**config.mk**
```make
export PLATFORM = sky130hd
export DESIGN_NAME = vga_sync_flat
export DESIGN_NICKNAME = d
export VERILOG_FILES = /design/src/rtl/vga_timing_pkg.sv /design/src/rtl/vga_sync_if.sv /design/src/rtl/vga_sync_pixel_tick_gen.sv /design/src/rtl/vga_sync.sv /design/src/flat_wrapper.sv
export SDC_FILE = /design/constraint.sdc
export NUM_CORES = 1
export LEC_CHECK = 0
export CORE_MARGIN = 2
export CORE_UTILIZATION = 25
export CTS_CLUSTER_SIZE = 10
export DETAILED_ROUTE_END_ITERATION = 12
export SLEW_MARGIN = 10
export SYNTH_ARGS = -nofsm -noshare
export SYNTH_HDL_FRONTEND = slang
export SYNTH_SLANG_ARGS = --single-unit
```
**constraint.sdc**
```tcl
create_clock -name clk -period 2.9 [get_ports clk]
set_input_delay 0.58 -clock clk [delete_from_list [all_inputs] [get_ports clk]]
set_output_delay 0.58 -clock clk [all_outputs]
set_load 0.01 [all_outputs]
```
**src/rtl/vga_timing_pkg.sv**
```systemverilog
// Shared 640x480 @ 60 Hz timing constants, the counter type and a window helper
// for the VGA sync generator and anything that consumes its counts.
package vga_timing_pkg;

   localparam int CNT_W   = 10;
   localparam int MAX_TOT = 1 << CNT_W;
   localparam int DIV_MAX = 16;

   typedef logic [CNT_W-1:0] count_t;

   localparam int HD = 640;
   localparam int HF = 48;
   localparam int HB = 16;
   localparam int HR = 96;
   localparam int VD = 480;
   localparam int VF = 10;
   localparam int VB = 33;
   localparam int VR = 2;

   localparam int H_TOT = HD + HF + HB + HR;
   localparam int V_TOT = VD + VF + VB + VR;

   // Sync pulses sit after the display area plus the right/bottom border.
   localparam int H_SYNC_START = HD + HB;
   localparam int H_SYNC_END   = HD + HB + HR - 1;
   localparam int V_SYNC_START = VD + VF;
   localparam int V_SYNC_END   = VD + VF + VR - 1;

   function automatic logic in_window(count_t v, count_t lo, count_t hi);
      return (v >= lo) && (v <= hi);
   endfunction

endpackage

```
**src/rtl/vga_sync_if.sv**
```systemverilog
// Timing outputs of vga_sync as seen by the graphics stage downstream.
interface vga_sync_if;
   import vga_timing_pkg::*;

   logic   hsync;
   logic   vsync;
   logic   video_on;
   logic   p_tick;
   logic   frame_tick;
   count_t pixel_x;
   count_t pixel_y;

   modport master (
      output hsync, vsync, video_on, p_tick, frame_tick, pixel_x, pixel_y
   );

   modport slave (
      input hsync, vsync, video_on, p_tick, frame_tick, pixel_x, pixel_y
   );

endinterface

```
**src/rtl/vga_sync_pixel_tick_gen.sv**
```systemverilog
// Mod-DIV clock divider; p_tick is high for the one clk where the count is DIV-1,
// so with DIV=1 it is permanently high.
module pixel_tick_gen #(
   parameter int DIV = 2
) (
   input  logic clk,
   input  logic reset,
   output logic p_tick
);
   import vga_timing_pkg::*;

   localparam int W = (DIV > 1) ? $clog2(DIV) : 1;
   localparam logic [W-1:0] LAST = W'(DIV - 1);

   if (DIV < 1 || DIV > DIV_MAX) begin : g_bad_div
      $error("pixel_tick_gen: DIV out of range 1..16");
   end

   logic [W-1:0] cnt;

   always_ff @(posedge clk or posedge reset) begin
      if (reset)
         cnt <= '0;
      else if (cnt == LAST)
         cnt <= '0;
      else
         cnt <= cnt + 1'b1;
   end

   assign p_tick = (cnt == LAST);

endmodule

```
**src/rtl/vga_sync.sv**
```systemverilog
// VGA timing generator: pixel/line counters plus registered sync and frame pulses,
// all aligned to the same clk so downstream can sample combinationally.
module vga_sync #(
   parameter int DIV = 2,
   parameter int HD  = vga_timing_pkg::HD,
   parameter int HF  = vga_timing_pkg::HF,
   parameter int HB  = vga_timing_pkg::HB,
   parameter int HR  = vga_timing_pkg::HR,
   parameter int VD  = vga_timing_pkg::VD,
   parameter int VF  = vga_timing_pkg::VF,
   parameter int VB  = vga_timing_pkg::VB,
   parameter int VR  = vga_timing_pkg::VR
) (
   input  logic        clk,
   input  logic        reset,
   vga_sync_if.master  vga
);
   import vga_timing_pkg::*;

   localparam int H_LEN = HD + HF + HB + HR;
   localparam int V_LEN = VD + VF + VB + VR;

   if (H_LEN > MAX_TOT || V_LEN > MAX_TOT) begin : g_bad_geom
      $error("vga_sync: H or V total exceeds the 10-bit counter range");
   end

   localparam count_t H_MAX    = count_t'(H_LEN - 1);
   localparam count_t V_MAX    = count_t'(V_LEN - 1);
   localparam count_t HS_START = count_t'(HD + HB);
   localparam count_t HS_END   = count_t'(HD + HB + HR - 1);
   localparam count_t VS_START = count_t'(VD + VF);
   localparam count_t VS_END   = count_t'(VD + VF + VR - 1);
   localparam count_t FT_LINE  = count_t'(VD + 1);
   localparam count_t H_DISP   = count_t'(HD);
   localparam count_t V_DISP   = count_t'(VD);

   logic   tick;
   count_t x, y;
   count_t x_next, y_next;
   logic   hsync_q, vsync_q, frame_q;

   pixel_tick_gen #(.DIV(DIV)) u_tick (
      .clk    (clk),
      .reset  (reset),
      .p_tick (tick)
   );

   // Wrapping on equality with the last count keeps both counters in range
   // for any legal geometry; the corner (H_MAX, V_MAX) wraps to (0,0) in one step.
   always_comb begin
      x_next = x;
      y_next = y;
      if (tick) begin
         if (x == H_MAX) begin
            x_next = '0;
            y_next = (y == V_MAX) ? '0 : y + 10'd1;
         end else begin
            x_next = x + 10'd1;
         end
      end
   end

   // Sync and frame pulses are decoded from the next counts so they change in the
   // same clk as pixel_x/pixel_y; gating frame_tick with tick keeps it one clk wide.
   always_ff @(posedge clk or posedge reset) begin
      if (reset) begin
         x       <= '0;
         y       <= '0;
         hsync_q <= 1'b0;
         vsync_q <= 1'b0;
         frame_q <= 1'b0;
      end else begin
         x       <= x_next;
         y       <= y_next;
         hsync_q <= in_window(x_next, HS_START, HS_END);
         vsync_q <= in_window(y_next, VS_START, VS_END);
         frame_q <= tick && (x_next == '0) && (y_next == FT_LINE);
      end
   end

   assign vga.pixel_x    = x;
   assign vga.pixel_y    = y;
   assign vga.hsync      = hsync_q;
   assign vga.vsync      = vsync_q;
   assign vga.frame_tick = frame_q;
   assign vga.p_tick     = tick;
   assign vga.video_on   = (x < H_DISP) && (y < V_DISP);

endmodule

```
**src/flat_wrapper.sv**
```systemverilog
// flat-port wrapper written by rule: the top's interface ports become plain ports
module vga_sync_flat import vga_timing_pkg::*;
#(
   parameter int DIV = 2,
   parameter int HD  = vga_timing_pkg::HD,
   parameter int HF  = vga_timing_pkg::HF,
   parameter int HB  = vga_timing_pkg::HB,
   parameter int HR  = vga_timing_pkg::HR,
   parameter int VD  = vga_timing_pkg::VD,
   parameter int VF  = vga_timing_pkg::VF,
   parameter int VB  = vga_timing_pkg::VB,
   parameter int VR  = vga_timing_pkg::VR
)
  (clk, reset, vga_hsync, vga_vsync, vga_video_on, vga_p_tick, vga_frame_tick, vga_pixel_x, vga_pixel_y);
  vga_sync_if vga_i ();
  input  logic clk;
  input  logic reset;
  output wire logic [$bits(vga_i.hsync)-1:0] vga_hsync;
  output wire logic [$bits(vga_i.vsync)-1:0] vga_vsync;
  output wire logic [$bits(vga_i.video_on)-1:0] vga_video_on;
  output wire logic [$bits(vga_i.p_tick)-1:0] vga_p_tick;
  output wire logic [$bits(vga_i.frame_tick)-1:0] vga_frame_tick;
  output wire logic [$bits(vga_i.pixel_x)-1:0] vga_pixel_x;
  output wire logic [$bits(vga_i.pixel_y)-1:0] vga_pixel_y;
  assign vga_hsync = vga_i.hsync;
  assign vga_vsync = vga_i.vsync;
  assign vga_video_on = vga_i.video_on;
  assign vga_p_tick = vga_i.p_tick;
  assign vga_frame_tick = vga_i.frame_tick;
  assign vga_pixel_x = vga_i.pixel_x;
  assign vga_pixel_y = vga_i.pixel_y;
  vga_sync #(.DIV(DIV), .HD(HD), .HF(HF), .HB(HB), .HR(HR), .VD(VD), .VF(VF), .VB(VB), .VR(VR)) u_core (.clk(clk), .reset(reset), .vga(vga_i));
endmodule
```
==> results of run 1 <==
[per-layer routing]
metal / vias to the layer above / global-route usage
met5: - / 0
met4: 0 / 0.0254
met3: 2 / 0.0260
li1: 588 / -
met2: 28 / 0.185
met1: 555 / 0.161
[flip-flops by register name, indices dropped and copies added, names as in the netlist]
register / flops
u_core.vga.pixel_x: 10
u_core.vga.pixel_y: 10
u_core.u_tick.p_tick: 1
u_core.vga.frame_tick: 1
u_core.vga.hsync: 1
u_core.vga.vsync: 1
[cell usage after synthesis (2+ instances only)]
cell type  number
o21ai_0         8
nor3_1          4
xor2_1          4
nand4_1         5
nand2b_1        2
nand2_1        15
buf_2           2
nor2_1         12
nand3_1         7
mux2_2          3
a21oi_1         2
or4_4           2
nor2_4          2
and3_1          2
nor4b_1         2
nor2b_1         4
dfrtp_1        24
xnor2_1         8
inv_1          11
ha_1            3
[kinds of logic (layout without fill, tap and decap cells)]
kind of cell,Yosys count,in the layout,share of synthesized area
buffers and inverters,16,44,0.0467
xor gates and xnor gates,12,12,0.0727
muxes,4,4,0.0303
adders and majority gates,3,3,0.0260
AOI/OAI and AO/OA,19,19,0.0866
DFF,24,24,0.416
and+or+nand+nor,72,72,0.322
[worst max path at each step]
| stage | start | endpoint | slack (ps) | cells after the start |
|---|---|---|---|---|
| CTS | u_core.vga.pixel_x[0]$_DFF_PP0_ | u_core.vga.vsync$_DFF_PP0_ | 340 | 7 |
| floorplan | u_core.vga.pixel_x[0]$_DFF_PP0_ | u_core.vga.vsync$_DFF_PP0_ | 490 | 8 |
| detailed placement | u_core.vga.pixel_x[0]$_DFF_PP0_ | u_core.vga.vsync$_DFF_PP0_ | 360 | 7 |
| global route | u_core.vga.pixel_y[0]$_DFF_PP0_ | u_core.vga.frame_tick$_DFF_PP0_ | 150 | 8 |
| global placement | u_core.vga.pixel_y[0]$_DFF_PP0_ | u_core.vga.frame_tick$_DFF_PP0_ | 380 | 8 |
| finish | u_core.vga.pixel_x[0]$_DFF_PP0_ | u_core.vga.vsync$_DFF_PP0_ | 330 | 7 |
[power by group through the flow]
stage	clock [mW]	sequential, mW	combinational (mW)
global placement	0	0.341	0.00961
floorplan	0	0.341	0.00498
detailed placement	0	0.341	0.00962
CTS	0.244	0.334	0.00964
global route	0.253	0.334	0.0106
finish	0.230	0.334	0.00877
[metrics by stage]
step	setup slack, ps	power (mW)	cell area (µm²)
3_3_place_gp	377	0.351	1790
5_1_grt	149	0.598	1850
3_5_place_dp	361	0.351	1790
6_report	330	0.573	1850
2_1_floorplan	493	0.346	1450
4_1_cts	338	0.588	1850
[area by class of cell]
cell class	count	area [µm²]
fill	591	3690
multi-input combinational	110	777
sequential	24	601
timing repair buffer	29	283
tap	72	90.1
clock buffer	4	55.1
inverter	11	41.3
[critical path, cell delays in order (launching register included)]
cell      delay, ps
dfrtp_1         480
ha_1            370
nand4_1         200
or4_4           550
nor2_4          130
mux2_2          350
a22oi_2         150
and4bb_1        230
==> reports/results.tsv, run 1 <==
metric	value	unit
most frequent cells in the layout	26 x clkdlybuf4s50_1, 24 x dfrtp_1, 15 x nand2_1	
Power per Cell Area	310	nW/µm²
CP required	3060	ps
final core utilization	0.333	
first-pass GRT wire length	5.87	mm
Num CTS Buffers	3	
GR Overflow Total	0	
Net Count, Synth	155	
top cells by area in the synthesized netlist	dfrtp_1 42%, xnor2_1 4.8%, nand2_1 3.9%	
Ys Warns	0	
RSZ-0062 raised after global routing	false	
Nets	184	
Fin Hold WS	576	ps
post-DP HPWL	2.50	mm
RR Startpoint	u_core.vga.pixel_x[0]$_DFF_PP0_	
initial antenna violation count	0	
Area Growth Syn to Fin	27.8	%
Final Hold Fails	0	
TritonCTS clock tree	yes	
Mean Syn Cell Area	9.63	µm²
sw power	115	µW
Top Ports	27	
asr flop ratio synth	1.00	
R2R depth	7	
final wirelength	3.27	mm
EDFF count, synth	0	
Routed met2 length	1.44	mm
Crit Path Category	flip-flop to flip-flop	
setup_tns	0	ps
Non-Filler Instances	250	
Post-CTS Resized	0	
Yosys cell types	48	
TritonRoute pass-1 iters	4	
Post-Place Cells	246	
# setup viols final	0	
Reg power frac	0.584	
Worst VDD drop	0.182	mV
WL per Instance	13.1	µm
Total GRT Usage	0.116	
Worst Tran Pin Value	537	ps
Seq/Total Area, Yosys	0.416	
commonest non-fill, non-tap cell in the layout	clkdlybuf4s50_1	
clock root buffer	clkbuf_8	
Crit Path Max Fanout	10	
post-CTS setup buffer count	0	
Clk pwr share	0.401	
DRT iter0 DRCs	62	
ANT nets after route	0	
uppermost layer routed	met4	
Slew Limit Fails	0	
status	completed	
Mapped Cells	150	
crit path time final	2570	ps
Comb pwr share	0.015	
WL met3	131	µm
die area	6400	µm²
# H-tree levels	1	
largest net degree at the start of global routing	25	
Netlist Area Pre-Place	1450	µm²
core area	5540	µm²
Final Wtd Congestion	0.844	
internal power	458	µW
Max-Cap Viols	0	
worst hold path class	flip-flop to flip-flop	
Synth Register Bits	24	
hold path depth	1	
reg2reg end	u_core.vga.vsync$_DFF_PP0_	
Clock Latency Late Sink	270	ps
Peak Freq	389	MHz
Sink Count	24	
# rows	27	
final period utilization	0.886	
drt via density	4.69	
nature of the critical path endpoint	flip-flop	
fraction of layout instances using a drive strength above 1	0.118	
P_leak	0.744	nW
Clk pin slew, worst setup/hold paths	90	ps
Primary FF master, synth	dfrtp_1	
hold path endpoint	u_core.vga.pixel_y[7]$_DFF_PP0_	
Worst Clk Skew	4.28	ps
diode count	0	
share of the synthesized area in the top cell type	0.416	
hold path start	u_core.vga.pixel_y[7]$_DFF_PP0_	
hold_buf cts	0	
Sw Share	0.201	
number of global-route vias before repair	1223	
Critical Path Start Type	flip-flop	
chip width	80.0	µm
WL met1	1.68	mm
r2r setup slk	330	ps
number of remaining DRC errors	0	
Slew headroom	0.640	
Arrival @ worst endpoint	2730	ps
Die Ht	80.0	µm
Max clock buf depth	2	
cell taking the most area after synthesis	dfrtp_1	
Initial Util	0.261	
PortBufs	26	
via count	1173	
Power figures use the tool's default switching activity.
==> inputs of run 2 (changes only) <==
- CORE_UTILIZATION: 25 -> 27
- TNS_END_PERCENT: not set -> 100
==> run 2 against run 1 <==
- sequential share of layout area is essentially flat
- wire length increased by 0.80%
- register-to-register slack barely moved
- die area down 7.0%
- power down 0.34%
- via count unchanged
- core utilization up 2.5 points
- sequential power barely moved
- critical endpoint unchanged
- largest power group unchanged
- highest routed layer unchanged
==> reports/results.tsv, run 2 (synthesis gave the netlist of run 1 again) <==
metric	value	unit	change
status	completed		unchanged
chip width	77.2	µm	was 80.0 µm
number of global-route vias before repair	1153		was 1223
# rows	26		was 27
post-DP HPWL	2.53	mm	was 2.50 mm
R2R depth	7		unchanged
Worst Clk Skew	1.70	ps	was 4.28 ps
Crit Path Max Fanout	10		unchanged
Arrival @ worst endpoint	2730	ps	about the same
Worst VDD drop	0.145	mV	was 0.182 mV
initial antenna violation count	0		unchanged
crit-path max cell delay	550	ps	about the same
Nets	184		unchanged
Max clock buf depth	2		unchanged
P_leak	0.744	nW	unchanged
CP max stage cell	or4_4		unchanged
via count	1173		unchanged
Critical Path Start Type	flip-flop		unchanged
GR Layer Usage met1	0.162		was 0.161
r2r setup slk	320	ps	was 330 ps
post-CTS setup buffer count	0		unchanged
ANT nets after route	0		unchanged
final core utilization	0.359		was 0.333
Crit Path Category	flip-flop to flip-flop		unchanged
Clk pin slew, worst setup/hold paths	90	ps	about the same
grt peak-use layer	met2		unchanged
GR Overflow Total	0		unchanged
most frequent cells in the layout	26 x clkdlybuf4s50_1, 24 x dfrtp_1, 15 x nand2_1		unchanged
setup ws final	324	ps	was 330 ps
Post-CTS Resized	0		unchanged
# setup viols final	0		unchanged
Clock Latency Late Sink	260	ps	was 270 ps
Final Wtd Congestion	0.835		was 0.844
hold path depth	1		unchanged
CP top delay family	simple AND/OR/NAND/NOR gates		unchanged
TritonRoute pass-1 iters	4		unchanged
Total GRT Usage	0.115		was 0.116
Area Growth Syn to Fin	27.6	%	was 27.8%
hold path endpoint	u_core.vga.pixel_y[0]$_DFF_PP0_		was u_core.vga.pixel_y[7]$_DFF_PP0_
final period utilization	0.888		was 0.886
Num CTS Buffers	3		unchanged
drt via density	4.73		was 4.69
die area	5950	µm²	was 6400 µm²
Slew Limit Fails	0		unchanged
number of remaining DRC errors	0		unchanged
PortBufs	26		unchanged
core area	5140	µm²	was 5540 µm²
WP buf/inv	0		unchanged
clock root buffer	clkbuf_8		unchanged
Tot Pwr	571	µW	was 573 µW
Max-Cap Viols	0		unchanged
Fin Hold WS	591	ps	was 576 ps
Slew headroom	0.669		was 0.640
RSZ-0062 raised after global routing	false		unchanged
diode count	0		unchanged
WL per Instance	13.3	µm	was 13.1 µm
hold path start	u_core.vga.pixel_y[0]$_DFF_PP0_		was u_core.vga.pixel_y[7]$_DFF_PP0_
largest net degree at the start of global routing	25		unchanged
DP Worst Slack	335	ps	was 361 ps
Final Hold Fails	0		unchanged
final wirelength	3.29	mm	was 3.27 mm
Top Ports	27		unchanged
Power per Cell Area	310	nW/µm²	about the same
GRT met2 Usage	0.184		was 0.185
Fillers	565		was 591
TritonCTS clock tree	yes		unchanged
Worst Tran Pin Value	493	ps	was 537 ps
CP required	3060	ps	about the same
DRT iter0 DRCs	71		was 62
reg2reg end	u_core.vga.vsync$_DFF_PP0_		unchanged
Seq. cell area	601	µm²	unchanged
commonest non-fill, non-tap cell in the layout	clkdlybuf4s50_1		unchanged
CP Cell Sequence	ha_1 -> nand4_1 -> or4_4 -> nor2_4 -> mux2_2 -> a22oi_2 -> and4bb_1		unchanged
nature of the critical path endpoint	flip-flop		unchanged
Initial Util	0.281		was 0.261
first-pass GRT wire length	5.55	mm	was 5.87 mm
Peak Freq	388	MHz	was 389 MHz
setup_tns	0	ps	unchanged
Die Ht	77.2	µm	was 80.0 µm
Sink Count	24		unchanged
worst hold path class	flip-flop to flip-flop		unchanged
hold_buf cts	0		unchanged
fraction of layout instances using a drive strength above 1	0.118		unchanged
RR Startpoint	u_core.vga.pixel_x[0]$_DFF_PP0_		unchanged
# H-tree levels	1		unchanged
global routing usage on met3	0.0212		was 0.0260
crit path time final	2580	ps	was 2570 ps
area of the multi-input gates	777	µm²	unchanged
-- run 2: cell counts in the layout (fill, tap and decap cells not counted) --
Identical to the previous run, type by type.
-- run 2: worst max path at each step --
stage | startpoint | to | slack [ps] | cells after the start
2_1_floorplan | u_core.vga.pixel_x[0]$_DFF_PP0_ | u_core.vga.vsync$_DFF_PP0_ | 490 | 8
3_5_place_dp | u_core.vga.pixel_x[0]$_DFF_PP0_ | u_core.vga.vsync$_DFF_PP0_ | 330 | 7
6_report | u_core.vga.pixel_x[0]$_DFF_PP0_ | u_core.vga.vsync$_DFF_PP0_ | 320 | 7
3_3_place_gp | u_core.vga.pixel_y[0]$_DFF_PP0_ | u_core.vga.frame_tick$_DFF_PP0_ | 380 | 8
5_1_grt | u_core.vga.pixel_x[0]$_DFF_PP0_ | u_core.vga.vsync$_DFF_PP0_ | 200 | 7
4_1_cts | u_core.vga.pixel_x[0]$_DFF_PP0_ | u_core.vga.vsync$_DFF_PP0_ | 320 | 7
-- run 2: report_power, final --
part	switching, mW	internal (mW)
logic	0.00672	0.00216
clock network	0.107	0.121
registers	0	0.334
-- run 2: layout make-up --
| type | count | share of cell area |
|---|---|---|
| multi-input combinational | 110 | 0.421 |
| sequential | 24 | 0.326 |
| timing repair buffer | 29 | 0.153 |
| tap | 70 | 0.0475 |
| clock buffer | 4 | 0.0299 |
| inverter | 11 | 0.0224 |
-- run 2: routing by layer --
| layer | share of wire | wire (µm) | up-vias |
|---|---|---|---|
| met5 | 0 | 0 | - |
| met4 | 0.0043 | 14 | 0 |
| met3 | 0.042 | 139 | 2 |
| met2 | 0.46 | 1510 | 24 |
| met1 | 0.50 | 1630 | 557 |
| li1 | - | - | 590 |
-- run 2: per-stage QoR --
step,std cells,area [µm²]
finish,248,1840
detailed placement,244,1790
CTS,248,1840
global route,248,1840
floorplan,150,1450
global placement,244,1790
